[src/rtl/frontend_flush_ctrl_pkg.sv]
// rtl/frontend_flush_ctrl_pkg.sv - shared encodings and reset PC for the frontend flush controller
package frontend_flush_ctrl_pkg;

  localparam logic [31:0] PC_RESET_DEFAULT = 32'h1C00_0000;

  typedef enum logic [1:0] {
    ST_RUN       = 2'b00,
    ST_DRAIN     = 2'b01,
    ST_IDLE_WAIT = 2'b10
  } state_e;

  typedef enum logic [1:0] {
    CAUSE_BR      = 2'b00,
    CAUSE_EXCP    = 2'b01,
    CAUSE_ERTN    = 2'b10,
    CAUSE_REFETCH = 2'b11
  } cause_e;

  // Bit positions of the event vector, highest priority at the top
  localparam int EV_EXCP    = 4;
  localparam int EV_ERTN    = 3;
  localparam int EV_REFETCH = 2;
  localparam int EV_IDLE    = 1;
  localparam int EV_BR      = 0;

endpackage

[src/rtl/frontend_flush_ctrl_prio_enc.sv]
// rtl/frontend_flush_ctrl_prio_enc.sv - fixed-priority encode of flush events to one-hot grant plus cause
module frontend_flush_ctrl_prio_enc
  import frontend_flush_ctrl_pkg::*;
(
  input  logic [4:0] events,
  output logic [4:0] grant,
  output cause_e     cause,
  output logic       any_event
);

  always_comb begin
    grant = '0;
    cause = CAUSE_BR;
    if (events[EV_EXCP]) begin
      grant[EV_EXCP] = 1'b1;
      cause          = CAUSE_EXCP;
    end else if (events[EV_ERTN]) begin
      grant[EV_ERTN] = 1'b1;
      cause          = CAUSE_ERTN;
    end else if (events[EV_REFETCH]) begin
      grant[EV_REFETCH] = 1'b1;
      cause             = CAUSE_REFETCH;
    end else if (events[EV_IDLE]) begin
      grant[EV_IDLE] = 1'b1;
      cause          = CAUSE_REFETCH;
    end else if (events[EV_BR]) begin
      grant[EV_BR] = 1'b1;
      cause        = CAUSE_BR;
    end
  end

  assign any_event = |events;

endmodule

[src/rtl/frontend_flush_ctrl.sv]
// rtl/frontend_flush_ctrl.sv - commit/branch flush arbitration, redirect generation and IBAR/IDLE hold FSM
module frontend_flush_ctrl
  import frontend_flush_ctrl_pkg::*;
#(
  parameter logic [31:0] PC_RESET = PC_RESET_DEFAULT,
  parameter int          CNT_W    = 32
) (
  input  logic             clk,
  input  logic             rstn,
  input  logic             excp_valid,
  input  logic [31:0]      excp_target,
  input  logic             ertn_valid,
  input  logic [31:0]      ertn_target,
  input  logic             refetch_valid,
  input  logic [31:0]      refetch_pc,
  input  logic             refetch_ibar,
  input  logic             idle_valid,
  input  logic [31:0]      idle_pc,
  input  logic             br_valid,
  input  logic [31:0]      br_target,
  input  logic             icache_busy,
  output logic             redirect_valid,
  output logic [31:0]      redirect_pc,
  output logic             flush_if,
  output logic             fifo_id_flush,
  output logic [1:0]       fifo_id_flush_cause,
  output logic             flush_id,
  output logic             flush_ex,
  output logic             frontend_stall,
  output logic [1:0]       state,
  output logic [CNT_W-1:0] flush_count
);

  state_e      st, st_nxt;
  logic [4:0]  events, grant;
  cause_e      enc_cause;
  logic        any_event, flush_full, drain_hold;
  logic        redirect_valid_nxt;
  logic [31:0] redirect_pc_nxt, latched_pc, latched_pc_nxt;

  assign drain_hold = refetch_ibar & icache_busy;

  // Outside RUN only an exception may interrupt; a branch loses to any higher-class flush in flight
  always_comb begin
    events          = '0;
    events[EV_EXCP] = excp_valid;
    if (st == ST_RUN) begin
      events[EV_ERTN]    = ertn_valid;
      events[EV_REFETCH] = refetch_valid;
      events[EV_IDLE]    = idle_valid;
      events[EV_BR]      = br_valid & ~flush_ex;
    end
  end

  frontend_flush_ctrl_prio_enc u_prio_enc (
    .events    (events),
    .grant     (grant),
    .cause     (enc_cause),
    .any_event (any_event)
  );

  assign flush_full = |grant[EV_EXCP:EV_IDLE];

  always_ff @(posedge clk or negedge rstn) begin
    if (!rstn) st <= ST_RUN;
    else       st <= st_nxt;
  end

  always_comb begin
    st_nxt = st;
    case (st)
      ST_RUN: begin
        if (grant[EV_REFETCH] && drain_hold) st_nxt = ST_DRAIN;
        else if (grant[EV_IDLE])             st_nxt = ST_IDLE_WAIT;
      end
      ST_DRAIN:     if (grant[EV_EXCP] || !icache_busy) st_nxt = ST_RUN;
      ST_IDLE_WAIT: if (grant[EV_EXCP])                 st_nxt = ST_RUN;
      default:      st_nxt = ST_RUN;
    endcase
  end

  always_comb begin
    redirect_valid_nxt = 1'b0;
    redirect_pc_nxt    = redirect_pc;
    latched_pc_nxt     = latched_pc;
    if (grant[EV_EXCP]) begin
      redirect_valid_nxt = 1'b1;
      redirect_pc_nxt    = excp_target;
    end else if (grant[EV_ERTN]) begin
      redirect_valid_nxt = 1'b1;
      redirect_pc_nxt    = ertn_target;
    end else if (grant[EV_REFETCH]) begin
      if (drain_hold) begin
        latched_pc_nxt = refetch_pc;
      end else begin
        redirect_valid_nxt = 1'b1;
        redirect_pc_nxt    = refetch_pc;
      end
    end else if (grant[EV_IDLE]) begin
      latched_pc_nxt = idle_pc;
    end else if (grant[EV_BR]) begin
      redirect_valid_nxt = 1'b1;
      redirect_pc_nxt    = br_target;
    end else if (st == ST_DRAIN && !icache_busy) begin
      redirect_valid_nxt = 1'b1;
      redirect_pc_nxt    = latched_pc;
    end
  end

  always_ff @(posedge clk or negedge rstn) begin
    if (!rstn) begin
      redirect_valid      <= 1'b0;
      redirect_pc         <= PC_RESET;
      latched_pc          <= PC_RESET;
      flush_if            <= 1'b0;
      fifo_id_flush       <= 1'b0;
      fifo_id_flush_cause <= CAUSE_BR;
      flush_id            <= 1'b0;
      flush_ex            <= 1'b0;
      flush_count         <= '0;
    end else begin
      redirect_valid <= redirect_valid_nxt;
      redirect_pc    <= redirect_pc_nxt;
      latched_pc     <= latched_pc_nxt;
      flush_if       <= any_event;
      fifo_id_flush  <= any_event;
      flush_id       <= any_event;
      flush_ex       <= flush_full;
      if (any_event) begin
        fifo_id_flush_cause <= enc_cause;
        flush_count         <= flush_count + CNT_W'(1);
      end
    end
  end

  assign frontend_stall = (st != ST_RUN);
  assign state          = st;

endmodule

[config.mk]
export PLATFORM = sky130hd
export DESIGN_NAME = frontend_flush_ctrl
export DESIGN_NICKNAME = d
export VERILOG_FILES = /design/src/rtl/frontend_flush_ctrl_pkg.sv /design/src/rtl/frontend_flush_ctrl_prio_enc.sv /design/src/rtl/frontend_flush_ctrl.sv
export SDC_FILE = /design/constraint.sdc
export NUM_CORES = 1
export LEC_CHECK = 0
export CAP_MARGIN = 40
export CORE_MARGIN = 2
export CORE_UTILIZATION = 38
export CTS_CLUSTER_SIZE = 25
export DETAILED_ROUTE_END_ITERATION = 12
export PLACE_DENSITY_LB_ADDON = 0.12
export SLEW_MARGIN = 20
export SYNTH_ARGS = -nofsm -noshare
export SYNTH_HDL_FRONTEND = slang
export SYNTH_SLANG_ARGS = --single-unit
[constraint.sdc]
create_clock -name clk -period 2.1 [get_ports clk]
set_clock_uncertainty 0.15 [all_clocks]
set_input_delay 0.21 -clock clk [delete_from_list [all_inputs] [get_ports clk]]
set_output_delay 0.21 -clock clk [all_outputs]
set_load 0.02 [all_outputs]
==> summary.md <==
| Metric | Value |
|---|---|
| Vias | `6053` |
| RSZ-0062 raised after global routing | `false` |
| Seq/Total Area, Yosys | `between 40% and 50%` |
| Initial DRC count | `approximately 280` |
| DIE WIDTH | `between 100 and 150 um` |
| Leak Pwr | `between 0.003 and 0.004 uW` |
| Tcrit/Tclk final | `95.1%` |
| Syn nets | `800` |
| Synthesized cell area | `between 5000 and 6000 um2` |
| Pwr dens | `about 690 nW/um2` |
| First-pass GRT wire length | `between 30000 and 40000 um` |
| Synth cell types | `57` |
| Met2 global-route usage | `44.2%` |
| Die height | `~130 um` |
| Antenna Nets Post-Route | `0` |
| Drt first pass iters | `5` |
| Syn Area/Cell | `between 9 and 10 um2` |
| Placer Congestion | `0.874` |
| HP Class | `in2reg` |
| EDFF count, synth | `0` |
| Layout cells sized above 1 | `a little over a tenth` |
| Largest stage delay on the critical path | `slightly above 400 ps` |
| Most frequent cells after synthesis | `97 x dfrtp_1, 67 x a21oi_1, 67 x nor2_1` |
| Final hold vios | `0` |
| Synth-to-Final Area Change | `54.6%` |
| M3 GR Usage | `about 4.9%` |
| Crit start category | `flop` |
| Final #Nets | `about 1100` |
| Total number of yosys warnings | `0` |
| Number of I/O port buffers | `roughly 240` |
| Mapped Cells | `630` |
| Crit path cell chain | `buf_4 -> nor4b_4 -> o32ai_4 -> buf_12 -> o41ai_1` |
| Critical Path Fanout Max | `25` |
| Hold depth | `3` |
| Root Driver | `clkbuf_16` |
| Hold Path Origin | `excp_valid` |
| Worst-skew pair later-pin latency | `~350 ps` |
| Tot GR Track Use | `~25%` |
| Setup CP Type | `reg2reg` |
| Slew margin rel. | `between 60 and 70%` |
| Met1 Use GR | `between 30% and 40%` |
| Outcome | `complete, no violations` |
| Core ar. | `about 15000 um2` |
| Setup WS pre-CTS | `-411 ps` |
| Hold Path Sink | `flush_ex$_DFF_PN0_` |
| Initial antenna violation count | `2` |
| Top-count cell post-synth | `dfrtp_1` |
| Critical R2R Capture | `redirect_pc[16]$_DFFE_PN0P_` |
| Row Count | `between 40 and 50` |
| Kind of end point of the critical path | `flop` |
| Dpl hpwl | `15400 um` |
| Leading area contributor after synthesis | `dfrtp_1` |
| Reg clk slew, reported paths | `approximately 70 ps` |
| Busiest grt layer | `met2` |
| DRT Wirelength | `~21000 um` |
| Post-synth top area share | `about two fifths` |
| CTS Buf Count | `9` |
| Post-route cell area | `between 9000 and 10000 um2` |
| IO Count | `about 240` |
| Maxcap violations | `0` |
| # DRC | `0` |
| CP bufs+invs | `2` |
| CTS tree | `built` |
| Final setup fails | `0` |
| Min Tclk post-route | `roughly 2000 ps` |
| Critical path arrival | `around 2100 ps` |
| WP data required | `2180 ps` |
| Cell with the largest stage delay on the worst path | `o41ai_1` |
| Vias in the first global route | `about 6400` |
| Fmax | `roughly 500 MHz` |
| CTS max path bufs | `2` |
| Vias per inst | `about 5.6` |
| Die area | `16600 um2` |
| DR WL/cell | `19.4 um` |
| Post-synth top flop | `dfrtp_1` |
| Overflow after GRT | `0` |
| Synth area leaders | `dfrtp_1 41%, a21oi_1 5.7%, mux2i_1 5.4%, nor2_1 4.3%, a221oi_1 4.1%` |
| CTS sink cnt | `between 100 and 150` |
| Flops & latches, synth | `~100` |
| Fillcell total | `about 1300` |
| Dpl cell area | `8760 um2` |
| Final worst slack | `just over 100 ps` |
| Asr flop ratio synth | `100%` |
| Maximum number of pins on one net before global-route repair | `58` |
| Slew @ Worst Pin | `479 ps` |
| Cell family with the largest share of critical-path delay | `compound AO/OA/AOI/OAI gates` |
| VDD IR max | `372 uV` |
| Reg2Reg Launch Point | `flush_ex$_DFF_PN0_` |
| H-tree levels | `3` |
| Initial Util | `38.9%` |
| FF-to-FF setup slack | `between 100 and 150 ps` |
| Worst Reg-to-Reg Cells | `5` |
| Slew Limit Fails | `0` |
where the power goes:
part	switching (uW)	internal, uW	total [uW]
combinational	979	1020	2000
clock	788	927	1720
sequential	260	2340	2600
cells in the final DEF (no fill, tap or decap), types with 7 or more instances in the layout:
master and instances:
clkdlybuf4s50_1 237, dfrtp_1 97, nor2_1 67, a21oi_1 66, buf_4 42, or3_1 32, mux2i_1 32, nor2b_1 31
o21ai_0 31, o2111ai_1 28, a221oi_1 27, xor2_1 23, nor4_1 20, nand2_1 17, nand3_1 14, clkbuf_16 9
xnor2_1 8, nand4_1 8, buf_12 8, and3_1 7
final cells by class:
cell class | instances | area [um2] | share of cell area, %
multi-input combinational | 470 | 3080 | 33.7
clock inverter | 7 | 72.6 | 0.794
sequential | 103 | 2580 | 28.3
tap | 188 | 235 | 2.57
timing repair buffer | 295 | 2920 | 32.0
inverter | 4 | 18.8 | 0.205
clock buffer | 9 | 225 | 2.46
antenna | 2 | 5.00 | 0.0547
logic make-up (layout without fill, tap and decap cells):
family | count (synthesis) | after routing | synth area share, %
flops | 103 | 103 | 43.7
buf+inv | 57 | 315 | 4.40
mux | 33 | 33 | 5.60
other cells | 0 | 2 | 0
xor+xnor | 31 | 31 | 4.59
fa+ha+maj | 1 | 1 | 0.211
compound gates | 176 | 176 | 20.1
simple gates | 229 | 229 | 21.4
tightest hold or removal path, stage by stage:
cell and delay [ps]:
buf_2 180, inv_2 100, nand2_1 60
how the worst max path moves through the flow:
stage | from | slack, ps | to | cells after the start
after global placement | refetch_valid | -370 | redirect_pc[2]$_DFFE_PN0P_ | 7
after global routing | state[1]$_DFFE_PN0P_ | 20 | flush_count[13]$_DFFE_PN0P_ | 5
final | flush_ex$_DFF_PN0_ | 100 | redirect_pc[16]$_DFFE_PN0P_ | 5
after CTS | refetch_valid | 8 | redirect_pc[5]$_DFFE_PN0P_ | 7
after detailed placement | refetch_valid | -410 | redirect_pc[5]$_DFFE_PN0P_ | 7
after floorplan | state[0]$_DFFE_PN0P_ | 30 | redirect_pc[0]$_DFFE_PN0P_ | 7
through the flow:
step	hold WS (ps)	std cells	util (%)	TNS (ps)	power (uW)
after floorplan	-236	630	-	0	3550
after global placement	55.3	1053	57.7	-16820	4570
after detailed placement	52.9	1053	57.7	-21850	4610
after CTS	69.5	1070	59.7	0	6340
after global routing	90.3	1078	60.2	0	6630
final	87.0	1078	60.2	0	6320
registers in the layout (all words and copies together), names as in the netlist:
| name | cells |
|---|---|
| flush_count | 32 |
| latched_pc | 32 |
| redirect_pc | 32 |
| fifo_id_flush_cause | 2 |
| state | 2 |
| flush_ex | 1 |
| flush_id | 1 |
| redirect_valid | 1 |
repair_timing:
| action | 4_1_cts | 5_1_grt |
|---|---|---|
| setup buffers | 0 | 5 |
| pin swaps | 1 | 0 |
| endpoints found under the hold margin | 29 | 0 |
| endpoints found under the setup margin | 4 | 33 |
| resized for setup | 3 | 7 |
| cloned | 0 | 1 |
| hold buffers | 1 | 0 |
per-layer routing:
metal  part of all wire, %  up-vias  wire length, um
met4                   2.2        0              469
met2                    50      240            10400
met3                   6.3       26             1320
met5                     0        -                0
li1                      -     2856                -
met1                    42     2931             8690
No activity file was read; power rests on OpenSTA's default activity.
